$ cat config.mk
export PLATFORM = sky130hd
export DESIGN_NAME = pulse_seq_scheduler
export DESIGN_NICKNAME = d
export VERILOG_FILES = /design/src/rtl/pulse_seq_pkg.sv /design/src/rtl/pulse_slot_regfile.sv /design/src/rtl/pulse_seq_scheduler.sv
export SDC_FILE = /design/constraint.sdc
export NUM_CORES = 1
export LEC_CHECK = 0
export BUFFER_PORTS_ARGS = -buffer_cell sky130_fd_sc_hd__buf_2
export CAP_MARGIN = 20
export CORE_MARGIN = 4
export CORE_UTILIZATION = 50
export CTS_CLUSTER_DIAMETER = 40
export DETAILED_ROUTE_END_ITERATION = 8
export PLACE_DENSITY = 0.71
export SYNTH_ARGS = -nofsm -noshare
export SYNTH_HDL_FRONTEND = slang
export SYNTH_SLANG_ARGS = --single-unit
$ cat constraint.sdc
create_clock -name clk -period 2.8 [get_ports clk]
set_input_delay 0.28 -clock clk [delete_from_list [all_inputs] [get_ports clk]]
set_output_delay 0.28 -clock clk [all_outputs]
set_load 0.05 [all_outputs]
$ cat src/rtl/pulse_seq_pkg.sv
// Shared definitions for the pulse sequence scheduler: FSM state encoding and default sizing.
package pulse_seq_pkg;

    localparam int DEF_N     = 8;
    localparam int DEF_DEPTH = 4;
    localparam int DEF_AW    = 2;

    localparam logic [1:0] ENC_IDLE = 2'd0;
    localparam logic [1:0] ENC_ARM  = 2'd1;
    localparam logic [1:0] ENC_WAIT = 2'd2;

    typedef enum logic [1:0] {
        ST_IDLE = ENC_IDLE,
        ST_ARM  = ENC_ARM,
        ST_WAIT = ENC_WAIT
    } state_t;

endpackage

$ cat src/rtl/pulse_slot_regfile.sv
// Slot storage for the pulse sequence scheduler: DEPTH x {level, duration}, one synchronous
// write port, one combinational read port, asynchronous active-low clear.
module pulse_slot_regfile #(
    parameter int N     = 8,
    parameter int DEPTH = 4,
    parameter int AW    = 2
) (
    input  logic          clk,
    input  logic          rst_n,
    input  logic          wr_en,
    input  logic [AW-1:0] wr_addr,
    input  logic [N-1:0]  wr_dur,
    input  logic          wr_level,
    input  logic [AW-1:0] rd_addr,
    output logic [N-1:0]  rd_dur,
    output logic          rd_level
);

    logic [N:0] mem_r [DEPTH];

    // Slot write port; a read in the same cycle still returns the old contents.
    always_ff @(posedge clk or negedge rst_n) begin
        if (!rst_n) begin
            for (int i = 0; i < DEPTH; i++) begin
                mem_r[i] <= '0;
            end
        end else if (wr_en) begin
            mem_r[wr_addr] <= {wr_level, wr_dur};
        end
    end

    assign {rd_level, rd_dur} = mem_r[rd_addr];

endmodule

$ cat src/rtl/pulse_seq_scheduler.sv
// Plays DEPTH programmable (duration, level) slots through a shared single-shot counter.
// Optional feature macro PULSE_SEQ_REPEAT_EN adds input repeat_en for continuous looping.
module pulse_seq_scheduler
    import pulse_seq_pkg::*;
#(
    parameter int N     = DEF_N,
    parameter int DEPTH = DEF_DEPTH,
    parameter int AW    = DEF_AW
) (
    input  logic          clk,
    input  logic          rst_n,
    input  logic          wr_en,
    input  logic [AW-1:0] wr_addr,
    input  logic [N-1:0]  wr_dur,
    input  logic          wr_level,
    input  logic [AW:0]   seq_len,
    input  logic          start,
    input  logic          abort,
`ifdef PULSE_SEQ_REPEAT_EN
    input  logic          repeat_en,
`endif
    output logic          busy,
    output logic          seq_done,
    output logic          pulse_out,
    output logic          step,
    output logic [N-1:0]  til,
    input  logic          ctr_running,
    input  logic          ctr_done
);

    localparam logic [AW:0] DEPTH_L = (AW+1)'(DEPTH);

    state_t        state_r, state_s;
    logic [AW-1:0] idx_r, idx_s;
    logic [AW:0]   len_r, len_s;
    logic          busy_r, busy_s;
    logic          seq_done_r, seq_done_s;
    logic          pulse_r, pulse_s;
    logic          step_r, step_s;
    logic [N-1:0]  til_r, til_s;
    logic          load_s;
    logic          last_s;
    logic          ctr_free_s;
    logic          rep_s;
    logic [N-1:0]  rd_dur_s;
    logic          rd_level_s;

`ifdef PULSE_SEQ_REPEAT_EN
    assign rep_s = repeat_en;
`else
    assign rep_s = 1'b0;
`endif

    // The slot read follows the next index so a slot is fetched on the edge that enters ARM.
    pulse_slot_regfile #(
        .N     (N),
        .DEPTH (DEPTH),
        .AW    (AW)
    ) u_regfile (
        .clk      (clk),
        .rst_n    (rst_n),
        .wr_en    (wr_en),
        .wr_addr  (wr_addr),
        .wr_dur   (wr_dur),
        .wr_level (wr_level),
        .rd_addr  (idx_s),
        .rd_dur   (rd_dur_s),
        .rd_level (rd_level_s)
    );

    // A counter flagging done stops on this edge, so it counts as free for the next step.
    assign ctr_free_s = !ctr_running || ctr_done;
    assign last_s     = ({1'b0, idx_r} == (len_r - (AW+1)'(1)));

    // Next-state and next-output logic.
    always_comb begin
        state_s    = state_r;
        idx_s      = idx_r;
        len_s      = len_r;
        busy_s     = busy_r;
        seq_done_s = 1'b0;
        pulse_s    = pulse_r;
        step_s     = 1'b0;
        til_s      = til_r;
        load_s     = 1'b0;
        if (abort) begin
            state_s = ST_IDLE;
            busy_s  = 1'b0;
            pulse_s = 1'b0;
        end else begin
            case (state_r)
                ST_IDLE: begin
                    if (start && (seq_len != (AW+1)'(0)) && (seq_len <= DEPTH_L)) begin
                        len_s   = seq_len;
                        idx_s   = AW'(0);
                        busy_s  = 1'b1;
                        state_s = ST_ARM;
                        load_s  = 1'b1;
                    end else begin
                        state_s = ST_IDLE;
                    end
                end
                ST_ARM: begin
                    if (step_r) begin
                        state_s = ST_WAIT;
                    end else begin
                        load_s = 1'b1;
                    end
                end
                ST_WAIT: begin
                    if (!ctr_done) begin
                        state_s = ST_WAIT;
                    end else if (!last_s) begin
                        idx_s   = idx_r + AW'(1);
                        state_s = ST_ARM;
                        load_s  = 1'b1;
                    end else if (rep_s) begin
                        seq_done_s = 1'b1;
                        idx_s      = AW'(0);
                        state_s    = ST_ARM;
                        load_s     = 1'b1;
                    end else begin
                        seq_done_s = 1'b1;
                        busy_s     = 1'b0;
                        pulse_s    = 1'b0;
                        state_s    = ST_IDLE;
                    end
                end
                default: begin
                    state_s = ST_IDLE;
                    busy_s  = 1'b0;
                    pulse_s = 1'b0;
                end
            endcase
            if (load_s && ctr_free_s) begin
                step_s  = 1'b1;
                til_s   = rd_dur_s;
                pulse_s = rd_level_s;
            end else begin
                step_s = 1'b0;
            end
        end
    end

    // State and registered outputs.
    always_ff @(posedge clk or negedge rst_n) begin
        if (!rst_n) begin
            state_r    <= ST_IDLE;
            idx_r      <= '0;
            len_r      <= '0;
            busy_r     <= 1'b0;
            seq_done_r <= 1'b0;
            pulse_r    <= 1'b0;
            step_r     <= 1'b0;
            til_r      <= '0;
        end else begin
            state_r    <= state_s;
            idx_r      <= idx_s;
            len_r      <= len_s;
            busy_r     <= busy_s;
            seq_done_r <= seq_done_s;
            pulse_r    <= pulse_s;
            step_r     <= step_s;
            til_r      <= til_s;
        end
    end

    assign busy      = busy_r;
    assign seq_done  = seq_done_r;
    assign pulse_out = pulse_r;
    assign step      = step_r;
    assign til       = til_r;

endmodule

After elaboration in Yosys (flattened, before gate mapping)
Cells that the tools add are included.
- add/subtract/negate cells: 2
- $mul: 0
- divide/modulo/power cells: 0
- magnitude comparators: 4
- equal/unequal tests: 11
- shift operators: 0
- multiplexer cells: 37
- bitwise logic cells: 3
- reductions and logical operators: 13
- operator list (kind ; number):
    bitwise mux 36 bit ; 1
    two-way mux 9 bit ; 3
    two-way mux 1 bit ; 19
    binary-select mux 9 bit (select 2 bit) ; 1
    demux 9 bit (select 2 bit) ; 1
    two-way mux 2 bit ; 7
    != test 3 bit (second input constant) ; 4
    != test 4 bit (second input constant) ; 2
    >= comparator 3 bit (second input constant) ; 2
    inverter 2 -> 3 bit ; 2
    case mux 1 bit (3 select lines) ; 2
    case mux 2 bit (3 select lines) ; 1
    AND reduction 3 bit ; 2
    logical AND 1 bit ; 4
    case mux 2 bit (2 select lines) ; 1
    AND reduction 4 bit ; 1
    equality test 2 x 3 -> 1 bit ; 1
    less-or-equal comparator 3 bit (second input constant) ; 1
    < comparator 3 x 1 -> 1 bit (second input constant) ; 1
    != test 3 x 1 -> 1 bit (second input constant) ; 1
    nonzero test 3 bit ; 1
    subtractor 3 x 1 -> 3 bit (second input constant) ; 1
    adder 2 x 1 -> 2 bit (second input constant) ; 1
    equality test 2 x 1 -> 1 bit (second input constant) ; 1
    9 further kinds ; 9
- flip-flop bits (word level): 55
- bits in latches: 0
- bits in writable memories: 0
- bits in read-only memories: 0
- bits of input ports: 21
- output and inout port bits: 12
- word-level logic and storage cells: 82
- memories: 0

Logic depth before layout (Yosys ltp)
- depth after elaboration: 12
- mapped depth: 11
- depth with buffers taken out: 9

Modules after synthesis
Synthesis repeated with hierarchy kept, for this count alone.
- cells, all modules: 163
- area total of the unflattened synthesis: 2487.4 um2
- by module, submodules not included (module ; times used ; cells each ; area an instance (um2) ; seq. area each (um2)):
    pulse_slot_regfile ; 1 ; 88 ; 1570.3 ; 900.9
    pulse_seq_scheduler ; 1 ; 75 ; 917.1 ; 475.5

Worst setup path before layout
OpenSTA, ideal clock, no wires.
- path type: register to register
- start point: register len_r[0]
- end point: register til_r[0], in the netlist til[0]
- library setup time: 0.134 ns
- data arrival time: 2.200 ns
- data required time: 2.666 ns
- slack: 0.466 ns
- cell stages (with the launch flop): 12
- cell sequence: dfrtp_1 inv_1 ha_1 xnor2_1 o31ai_1 buf_2 and2_4 buf_6 buf_6 o221a_1 o21ai_1 o211ai_1
- longest elaborated chain between the ends: 10
- elaborated cells between the ends (all ways): 16
- RTL lines (item ; RTL line ; RTL):
    start, declared ; pulse_seq_scheduler.sv:35 ; logic [AW:0] len_r, len_s;
    start signal, assigned ; pulse_seq_scheduler.sv:159 ; len_r <= len_s;
    subtractor 3 x 1 -> 3 bit * ; pulse_seq_scheduler.sv:73 ; assign last_s = ({1'b0, idx_r} == (len_r - (AW+1)'(1)));
    equality test 2 x 3 -> 1 bit * ; pulse_seq_scheduler.sv:73 ;
    two-way mux 2 bit ; pulse_seq_scheduler.sv:113 ; end else if (!last_s) begin
    two-way mux 2 bit ; pulse_seq_scheduler.sv:111 ; if (!ctr_done) begin
    case mux 2 bit (2 select lines) ; pulse_seq_scheduler.sv:91 ; case (state_r)
    two-way mux 2 bit ; pulse_seq_scheduler.sv:86 ; if (abort) begin
    inverter 2 -> 3 bit (not written as such) ; pulse_slot_regfile.sv:32 ; assign {rd_level, rd_dur} = mem_r[rd_addr];
    binary-select mux 9 bit (select 2 bit) ; pulse_slot_regfile.sv:32 ;
    two-way mux 9 bit (not written as such) (2 in a row) ; pulse_slot_regfile.sv:32 ;
    end signal, assigned ; pulse_seq_scheduler.sv:164 ; til_r <= til_s;
    end, declared ; pulse_seq_scheduler.sv:40 ; logic [N-1:0] til_r, til_s;
Mark *: on every way between the ends. The rest lies on a longest branch, timed or not. The select of a mux whose other input is x is not followed.
A chain may end at the register's enable or synchronous reset.

Final worst setup path
Ends and elaborated chain as after synthesis.

==> results.tsv <==
metric	value	unit
fin_setup_tns	0	ps
n_antenna_cell	0	
place_hpwl	4490	um
grt_max_degree	56	
drtIter0Drc	180	
powerDensity	729	nW/um2
n_fill_cell	462	
dr.pass1.iters	4	
grt_pass1_wl	11500	um
rr_worst_depth	8	
yosysTopAreaCell	dfrtp_1	
cp.depth	8	
drc	0	
seq_area	1380	um2
num_io_pins	33	
wire_per_inst	17.7	um
cts-root-buf	clkbuf_8	
crit_buf_inv	1	
hold_class	input port to flop	
clk_pin_slew_worst_paths	90	ps
synth-async-reset-ratio	100	%
die_h	84.5	um
synth_edf_count	0	
clock_latency	300	ps
endpoint_kind	flop	
avgSynthCellArea	11.0	um2
status	finished, final reports clean	
p_int	1.52	mW
ys_seq_elements	55	
first_global_vias	2309	
swShare	36.8	%
rsz0062_at_grt	false	
area_delta_synth_final	13.1	%
hold_viol	0	
vias	2272	
clock_power_share	21.1	%
wirelength	6640	um
crit_slowest_cell	xnor2_1	
yosysTopAreaCellShare	47.1	%
fp.coreArea	5570	um2
p_leak	1.45	nW
setup_viol	0	
post-route-min-period	2570	ps
cp_slowest_stage_delay	480	ps
path_cells	inv_1 -> ha_1 -> xnor2_1 -> o311ai_0 -> mux2i_1 -> nor2_1 -> nand2_1 -> o211ai_1	
synth_area	2920	um2
critPathLaunchType	flop	
yosysWarnings	0	
synth.area.top_cells	dfrtp_1, mux2_2, nor3_1	
clk_path_buf_depth	2	
numCtsBuffers	5	
grt_overflow	0	
die_w	84.5	um
place.gp.congestion	0.873	
antenna_found_initial	0	
combPwrFrac	33.1	%
multi_input_area	1460	um2
relSlewSlack	62.0	%
crit_family	compound AO/OA/AOI/OAI gates	
cp.required	3020	ps
drt-vias-per-instance	6.06	
syn_inst	266	
hold_slack	233	ps
synth_cell_types	47	
cts.sinks	55	
fin_nets	325	
seqPwrFrac	45.8	%
ir_worst_vdd	0.368	mV
portBuffers	32	
drive_above_1_share	31.7	%
p_switching	886	uW
period_share	91.9	%
ys.flop_type	dfrtp_1	
initial_core_util	52.5	%
path_class	flop to flop	
ant_nets	0	
power.total	2.41	mW
worstHoldPathCells	2	
drv_slew	0	
cts_tree	yes	
floorplan.rows	27	
fmax	0.389	GHz
crit_fanout	8	
cap_violations	0	
h-tree-depth	2	
tightestPinTransition	569	ps
synth_nets	288	
grt_usage	19.7	%
die_area	7140	um2
fin_skew	6.77	ps
cts_resized	0	
seq_area_frac_synth	47.1	%
crit_arrival	2790	ps
## timing repair
| action | 4_1_cts | 5_1_grt |
|---|---|---|
| hold buffers | 1 | 0 |
| setup buffers | 0 | 0 |
| hold endpoints to repair | 55 | 0 |
## synth_stat cells (2+ instances only)
library cell / instances
o22ai_1: 2
a32o_1: 2
or3_1: 2
o31ai_1: 5
buf_2: 2
nor3_1: 20
o211ai_1: 10
xnor2_1: 2
nor3b_1: 2
a211oi_1: 3
dfrtp_1: 55
mux2_2: 39
nor2_1: 20
o22a_1: 8
nand3_1: 2
o21ai_1: 8
mux2i_1: 9
nand2_1: 15
buf_6: 3
nand3b_1: 3
inv_1: 5
a21oi_1: 2
clkbuf_1: 7
a21o_1: 2
and2_1: 2
o221a_1: 8
o21ai_0: 8
## per-layer routing
layer,part of all wire (%),vias to the layer above,track usage [%]
met5,0,-,0
met4,1.4,0,3.88
met3,4.9,13,3.34
met2,49,78,33.2
met1,45,1103,27.1
li1,-,1078,-
## power groups by stage
| stage | clock, mW | combinational, mW | sequential (mW) |
|---|---|---|---|
| 3_5_place_dp | 0 | 0.799 | 1.12 |
| 3_3_place_gp | 0 | 0.781 | 1.11 |
| 2_1_floorplan | 0 | 0.389 | 1.31 |
| 4_1_cts | 0.523 | 0.801 | 1.10 |
| 5_1_grt | 0.558 | 0.872 | 1.13 |
| 6_report | 0.508 | 0.798 | 1.10 |
## per-stage QoR
step                      util (%)  instance area, um2  worst slack (ps)  std cells
after global routing          59.3                3310              22.5        375
after floorplan                  -                2920               466        266
after global placement        57.3                3190               363        367
after detailed placement      57.3                3190               270        367
final                         59.3                3310               228        375
after CTS                     59.3                3310               259        375
## kinds of logic after synthesis
logic type | Yosys count | synth area share (%)
AOI/OAI and AO/OA | 65 | 17.0
xor gates and xnor gates | 3 | 0.899
adders and majority gates | 1 | 0.428
buffers and inverters | 18 | 3.17
DFF | 55 | 47.1
muxes | 48 | 18.1
and+or+nand+nor | 76 | 13.4
## flip-flops by register name, indices dropped and copies added, names as in the netlist
register,cells
len_r,3
step,1
idx_r,2
u_regfile.mem_r,36
seq_done,1
til,8
busy,1
pulse_out,1
state_r,2
## worst paths after layout
check	slack, ps	to	start
worst max-delay path	230	til[0]	len_r[0]
worst min-delay path	230	len_r[2]	seq_len[2]
worst max register to register	230	til[0]	len_r[0]
worst min register to register	500	busy	busy
max in group asynchronous	2050	u_regfile.mem_r[9]	rst_n
min in group asynchronous	500	u_regfile.mem_r[26]	rst_n
## area by class of cell
cell class | instances | area share [%]
clock buffer | 6 | 2.20
clock inverter | 1 | 0.908
inverter | 5 | 0.568
multi-input combinational | 193 | 44.2
sequential | 55 | 41.6
tap | 72 | 2.73
timing repair buffer | 43 | 7.80
## layout by cell type (no fill, tap or decap), drive strengths merged, types with 2 or more instances in the layout
master	Yosys	routed
mux2i	9	9
clkbuf	7	6
nand2	15	15
nor3b	2	2
a32o	2	2
a21o	2	2
a211oi	3	3
dfrtp	55	55
inv	5	5
nand3b	3	3
o31ai	6	6
buf	6	42
mux2	39	39
nor2	20	20
and2	3	3
o211ai	10	10
o221a	8	8
o22a	8	8
or3b	2	2
a21oi	2	2
o21ai	16	16
nand3	2	2
o22ai	2	2
xnor2	2	2
or3	2	2
nor3	20	20
Power figures use the tool's default switching activity.
